<file path="src/rtl/conf_int_mul_acc_stage.sv">
// Saturating multiply-accumulate stage: sums a run of 1..MAX_LEN signed products
// into a wide accumulator and presents the result on a valid/ready port.
module conf_int_mul_acc_stage #(
  parameter int DATA_PATH_BITWIDTH = 32,
  parameter int ACC_BITWIDTH       = 40,
  parameter int MAX_LEN            = 16,
  parameter int LEN_W              = 5
) (
  input  logic                                  clk,
  input  logic                                  racc,
  input  logic                                  in_valid,
  output logic                                  in_ready,
  input  logic        [DATA_PATH_BITWIDTH-1:0]  d_in,
  input  logic        [LEN_W-1:0]               len,
  output logic                                  out_valid,
  input  logic                                  out_ready,
  output logic signed [ACC_BITWIDTH-1:0]        acc_out,
  output logic                                  ovf
);

  typedef enum logic [1:0] {IDLE, ACCUM, HOLD} state_t;

  localparam logic [LEN_W-1:0] MAX_LEN_L = LEN_W'(MAX_LEN);
  localparam logic [ACC_BITWIDTH-1:0] ACC_MAX = {1'b0, {(ACC_BITWIDTH-1){1'b1}}};
  localparam logic [ACC_BITWIDTH-1:0] ACC_MIN = {1'b1, {(ACC_BITWIDTH-1){1'b0}}};

  state_t                  state;
  logic [LEN_W-1:0]        count;
  logic [LEN_W-1:0]        run_len;
  logic [LEN_W-1:0]        len_clamped;
  logic [LEN_W-1:0]        count_next;
  logic [ACC_BITWIDTH-1:0] d_ext;
  logic [ACC_BITWIDTH:0]   sum_wide;
  logic [ACC_BITWIDTH-1:0] sum_sat;
  logic                    sum_ovf;

  // One guard bit above the accumulator: the top two bits disagreeing means the
  // true sum left the representable range, and the guard bit gives its sign.
  always_comb begin
    d_ext       = {{(ACC_BITWIDTH-DATA_PATH_BITWIDTH){d_in[DATA_PATH_BITWIDTH-1]}}, d_in};
    sum_wide    = {acc_out[ACC_BITWIDTH-1], acc_out} + {d_ext[ACC_BITWIDTH-1], d_ext};
    sum_ovf     = sum_wide[ACC_BITWIDTH] ^ sum_wide[ACC_BITWIDTH-1];
    sum_sat     = sum_wide[ACC_BITWIDTH-1:0];
    if (sum_ovf) begin
      sum_sat = sum_wide[ACC_BITWIDTH] ? ACC_MIN : ACC_MAX;
    end
    len_clamped = len;
    if (len == '0) begin
      len_clamped = LEN_W'(1);
    end else if (len > MAX_LEN_L) begin
      len_clamped = MAX_LEN_L;
    end
    count_next  = count + LEN_W'(1);
  end

  // Run control; in_ready and out_valid are registered alongside the state so
  // neither has a combinational path from the handshake inputs.
  always_ff @(posedge clk) begin
    if (racc) begin
      state     <= IDLE;
      acc_out   <= '0;
      ovf       <= 1'b0;
      out_valid <= 1'b0;
      in_ready  <= 1'b1;
      count     <= '0;
      run_len   <= '0;
    end else begin
      case (state)
        IDLE: begin
          if (in_valid) begin
            run_len <= len_clamped;
            acc_out <= d_ext;
            ovf     <= 1'b0;
            count   <= LEN_W'(1);
            if (len_clamped == LEN_W'(1)) begin
              state     <= HOLD;
              in_ready  <= 1'b0;
              out_valid <= 1'b1;
            end else begin
              state <= ACCUM;
            end
          end
        end
        ACCUM: begin
          if (in_valid) begin
            acc_out <= sum_sat;
            ovf     <= ovf | sum_ovf;
            count   <= count_next;
            if (count_next == run_len) begin
              state     <= HOLD;
              in_ready  <= 1'b0;
              out_valid <= 1'b1;
            end
          end
        end
        HOLD: begin
          if (out_ready) begin
            state     <= IDLE;
            out_valid <= 1'b0;
            in_ready  <= 1'b1;
            count     <= '0;
          end
        end
        default: begin
          state     <= IDLE;
          out_valid <= 1'b0;
          in_ready  <= 1'b1;
        end
      endcase
    end
  end

endmodule

</file>
<file path="config.mk">
export PLATFORM = sky130hd
export DESIGN_NAME = conf_int_mul_acc_stage
export DESIGN_NICKNAME = d
export VERILOG_FILES = /design/src/rtl/conf_int_mul_acc_stage.sv
export SDC_FILE = /design/constraint.sdc
export NUM_CORES = 1
export LEC_CHECK = 0
export ABC_AREA = 0
export BUFFER_PORTS_ARGS = -buffer_cell sky130_fd_sc_hd__buf_4
export CAP_MARGIN = 20
export CORE_MARGIN = 5
export CORE_UTILIZATION = 30
export CTS_BUF_LIST = sky130_fd_sc_hd__clkbuf_8 sky130_fd_sc_hd__clkbuf_16
export CTS_CLUSTER_DIAMETER = 150
export DETAILED_ROUTE_END_ITERATION = 16
export PLACE_DENSITY = 0.55
export SETUP_SLACK_MARGIN = 0.3
export SLEW_MARGIN = 15
export SYNTH_ARGS = -nofsm -noshare
export SYNTH_HDL_FRONTEND = slang
export SYNTH_SLANG_ARGS = --single-unit
</file>
<file path="constraint.sdc">
create_clock -name clk -period 4.9 [get_ports clk]
set_input_delay 0.735 -clock clk [delete_from_list [all_inputs] [get_ports clk]]
set_output_delay 0.735 -clock clk [all_outputs]
set_load 0.01 [all_outputs]
</file>
; ---- Word-level counts from Yosys, hierarchy flattened
; Index checks and enable logic that the tools add are counted.
[totals]
out_inout_bits = 43
wordCells = 62
inputBits = 41
reg_bits = 55
[classes]
n_reduce_logical = 9
eq_ne = 9
n_addsub = 2
bitwise_logic = 2
order_cmp = 1
n_mux = 32
[ops]
columns = operator, n
row1 = $mux W40, 4
row2 = $pmux W40 S2, 1
row3 = $add A40 B32 Y41, 1
row4 = $mux W5, 5
row5 = $pmux W5 S3, 1
row6 = $mux W1, 12
row7 = $mux W2, 5
row8 = $ne A2 B2 Y1 const B, 5
row9 = $reduce_and A4 Y1, 2
row10 = $pmux W1 S3, 2
row11 = $pmux W2 S3, 1
row12 = $add A5 B1 Y5 const B, 1
row13 = $eq A5 B1 Y1 const B, 1
row14 = $eq A5 B5 Y1, 1
row15 = $gt A5 B5 Y1 const B, 1
row16 = $logic_not A5 Y1, 1
row17 = $reduce_and A5 Y1, 1
row18 = $reduce_and A3 Y1, 1
row19 = $reduce_bool A3 Y1, 1
row20 = $eq A2 B1 Y1 const B, 1
row21 = $eq A2 B2 Y1 const B, 1
row22 = $logic_not A2 Y1, 1
row23 = $pmux W1 S2, 1
row24 = $reduce_and A2 Y1, 1
row25 = other kinds (3), 3

; ---- Longest topological paths before layout
[depth]
word_depth = 7
depth_mapped = 14
ltp_nobuf = 13

; ---- Least setup slack after synthesis
; Ideal clock, no wire load.
[synth_path]
path_type = input to register
start = in d_in[0]
end = reg acc_out[27]
setup_ns = 0.070
arrival_time_ns = 3.486
t_required_ns = 4.830
path_stages = 14
setup_slack_ns = 1.343
path_buffers = 1
path_cell_list = ha_1 > inv_1 > fa_1 > nand2b_1 > a21o_1 > a211o_1 > a311oi_1 > a2111oi_4 > a21o_1 > o21ai_4 > buf_6 > a21oi_2 > or3_1 > a21oi_1
[synth_via]
elab_chain_len = 5
word_cells_on_any_way = 6
classes_between = add/sub: 1 / mux: 4 / bitwise: 1
[synth_rtl]
columns = item, line_no
row1 = from (decl), 13  ; input logic [DATA_PATH_BITWIDTH-1:0] d_in,
row2 = $add A40 B32 Y41 *, 41  ; sum_wide = {acc_out[ACC_BITWIDTH-1], acc_out} + {d_ext[ACC_BITWIDTH-1], d_ext};
row3 = $mux W40 or $xor A1 B1 Y1 (tied branches), "45, 42"
row4 = $mux W40 *, 44  ; if (sum_ovf) begin
row5 = $mux W40 *, 85  ; if (in_valid) begin
row6 = $pmux W40 S2 *, 68  ; case (state)
row7 = to (signal assigned), 72  ; acc_out <= d_ext;
row8 = to (signal assigned), 86  ; acc_out <= sum_sat;
row9 = to (decl), 17  ; output logic signed [ACC_BITWIDTH-1:0] acc_out,
; Every way passes the cells marked *; elsewhere a longest branch is shown, timed or not. The select of a mux whose other input is x is not followed.
; A chain may end at the register's enable or synchronous reset.

; ---- Final worst setup path
[layout_path]
start = in d_in[15]
end = reg acc_out[14]
; The elaborated chain is that of the path after synthesis.

==> results.py <==
metrics = {
    "final_layout": {
        "final_core_util_pct": 36.4,
        "drive_above_1_share_pct": 15.6,
        "antenna_cells": 0,
        "num-fill-cells": 1690,
        "layout_common_cells": "90 x a21oi_1, 90 x buf_4, 72 x nand2_1",
        "fin_area_um2": 5710,
        "area_growth_pct": 20.4,
        "nNetsFinal": 793,
        "multi_input_area_um2": 3440,
        "register_area_um2": 1100,
        "finalNonFillerCells": 923,
    },
    "timing": {
        "fin_crit_sh_pct": 80.3,
        "rsz0062_at_grt": "no",
        "drv_slew": 0,
        "layout_setup_ws_ps": 965,
        "fin_tns_setup_ps": 0,
        "fmaxAchievable_mhz": 254,
        "tightest_slew_ps": 936,
        "hold_viol_final": 0,
        "relSlewSlack_pct": 37.2,
        "setup_viol_count_final": 0,
        "fin_hold_ws_ps": 470,
        "min_period_ps": 3930,
        "finalClockSkew_ps": 7.54,
    },
    "clock_network": {
        "cts_hold_buf": 0,
        "clkSinkCount": 55,
        "cts_buffer_depth": 2,
        "htreeDepth": 2,
        "cts_resized": 0,
        "cts-buffers-inserted": 5,
        "cts_tree": "built",
        "cts_setup_buffers": 0,
        "cts_root_buffer": "clkbuf_16",
        "clk_pin_slew_ps": 70,
        "clock_latency_ps": 300,
    },
    "place": {
        "dpl_cell_area_um2": 5560,
        "place_hpwl_um": 11400,
        "io_buffers": 83,
        "pre_cts_ws_ps": 610,
        "gp_congestion": 0.904,
        "place_inst": 915,
    },
    "route": {
        "drt-initial-drc-count": 240,
        "via_count": 4966,
        "viasPerCell": 5.38,
        "top_layer_used": "met4",
        "drtPass1Iterations": 5,
        "wl_met2_um": 6600,
        "ant_nets": 0,
        "wl_um": 14600,
        "wl_met3_um": 749,
        "drc_errors": 0,
        "post_drt_wl_per_cell_um": 15.8,
        "wl_met1_um": 6890,
    },
    "global_routing": {
        "grt_pass1_vias": 4844,
        "antenna_found_initial": 0,
        "overflow": 0,
        "grt_pass1_wl_um": 23900,
        "grt_usage_pct": 15.9,
        "grt_max_degree": 47,
    },
    "outcome": {
        "status": "complete, no violations",
    },
    "setup_path": {
        "worstPathRequired_ps": 5100,
        "arrival_ps": 4130,
        "rrSetupSlack_ps": 1140,
        "path_class": "primary input to flop",
        "reg2reg_from": "acc_out[0]",
        "endpoint_kind": "flop",
        "cpMostUsedCell": "a21oi_1",
        "cpPeakStageDelay_ps": 780,
        "cp_slowest_cell": "o21ai_1",
        "worstReg2RegEnd": "acc_out[14]",
        "cp_cell_sequence": "buf_4, ha_1, a21oi_1, o21ai_0, a21oi_1, a311oi_1, a2111oi_4, a21oi_1, o22a_2, o21ai_1, o21bai_1, o2bb2ai_1",
        "crit_fanout": 15,
        "worstRegToRegCells": 13,
        "critical_path.endpoint": "acc_out[14]",
        "start_kind": "primary input",
        "startpoint": "d_in[15]",
    },
    "die": {
        "row_count": 46,
        "start_util_pct": 30.2,
        "dieArea_um2": 18400,
        "dieWidth_um": 136,
        "core_area_um2": 15700,
        "io_pins": 84,
        "dieHeight_um": 136,
    },
    "synthesis": {
        "ys_seq_area_share_pct": 23.2,
        "synth_area_um2": 4750,
        "dominantRegCellSynth": "dfxtp_1",
        "yosys_warnings": 0,
        "synthArstFlopShare_pct": 0,
        "synth-seq-cells": 55,
        "syn_inst": 639,
        "synthesis.nets": 726,
        "syn_avg_cell_area_um2": 7.43,
        "synth_cell_type_count": 58,
        "synth_edf_count": 0,
    },
    "pwr": {
        "power_frac_comb_pct": 65.4,
        "intPower_mw": 1.66,
        "p_per_area_nw_per_um2": 554,
        "p_total_mw": 3.17,
        "power_frac_seq_pct": 22.4,
        "vdd_drop_max_uv": 210,
        "leakage_nw": 2.42,
        "swShare_pct": 47.4,
        "switchingPower_mw": 1.50,
        "pwr-share-clk_pct": 12.1,
    },
    "run": {
        "maxCapViolCount": 0,
    },
    "hold_path": {
        "hold_path_class": "flop to flop",
    },
}
==> synth_stat cells (8+ instances only) <==
cell	count	area (um^2)
or3_1	13	81.3
o22ai_1	13	81.3
o21ai_1	15	75.1
ha_1	45	563
buf_2	8	40.0
nor2_1	53	199
xnor2_1	29	254
nor2b_1	8	50.1
inv_1	19	71.3
nor3_1	9	45.0
nand4_1	10	62.6
a21o_1	15	113
nand2_1	72	270
o21ai_0	51	255
a21oi_1	90	450
a211oi_1	9	67.6
clkbuf_1	20	75.1
xor2_1	15	131
dfxtp_1	55	1100
o21a_1	9	67.6
==> kinds of logic (layout without fill, tap and decap cells) <==
family                     Yosys count  count (layout)  synth area share [%]
AOI/OAI and AO/OA                  255             255                  33.7
xor gates and xnor gates            44              44                  8.12
adders and majority gates           46              46                  12.3
buffers and inverters               49             117                  4.40
DFF                                 55              55                  23.2
muxes                                1               1                 0.211
and+or+nand+nor                    189             189                  18.1
==> power by group through the flow <==
stage,registers (mW),logic [mW],clock network (mW)
floorplan,0.744,1.43,0
global placement,0.717,2.05,0
detailed placement,0.722,2.06,0
CTS,0.713,2.07,0.401
global route,0.727,2.30,0.411
finish,0.710,2.07,0.384
==> critical path, delay by kind of cell <==
kind / cells / cell delay, ps
AO/OA/AOI/OAI: 10 / 2890
adder cells (fa/ha/maj): 1 / 370
buffers and inverters: 1 / 120
==> final cells by class <==
cell class / instances / area share, %
multi-input cells: 535 / 60.2
well taps: 216 / 4.73
repair buffers: 90 / 11.8
flip-flops and latches: 55 / 19.3
clock inverters: 1 / 0.0657
inverters: 19 / 1.25
clock buffers: 7 / 2.67
==> state kept, by name, summed over array words and instances (netlist names) <==
signal	flops
ovf	1
in_ready	1
out_valid	1
run_len	5
acc_out	40
state	2
count	5
==> metal layers <==
metal / up-vias / GRT usage, %
met1: 2339 / 21.3
met4: 0 / 5.66
met3: 21 / 2.64
met5: - / 0
met2: 124 / 25.7
li1: 2482 / -
==> worst min path at each step <==
stage	startpoint	cells past startpoint	to	slack, ps
6_report	acc_out[7]	2	acc_out[7]	470
4_1_cts	count[4]	2	count[4]	470
2_1_floorplan	count[4]	2	count[4]	440
3_5_place_dp	count[4]	2	count[4]	460
3_3_place_gp	out_valid	1	out_valid	460
5_1_grt	acc_out[11]	2	acc_out[11]	500
No activity file was read; power rests on OpenSTA's default activity.
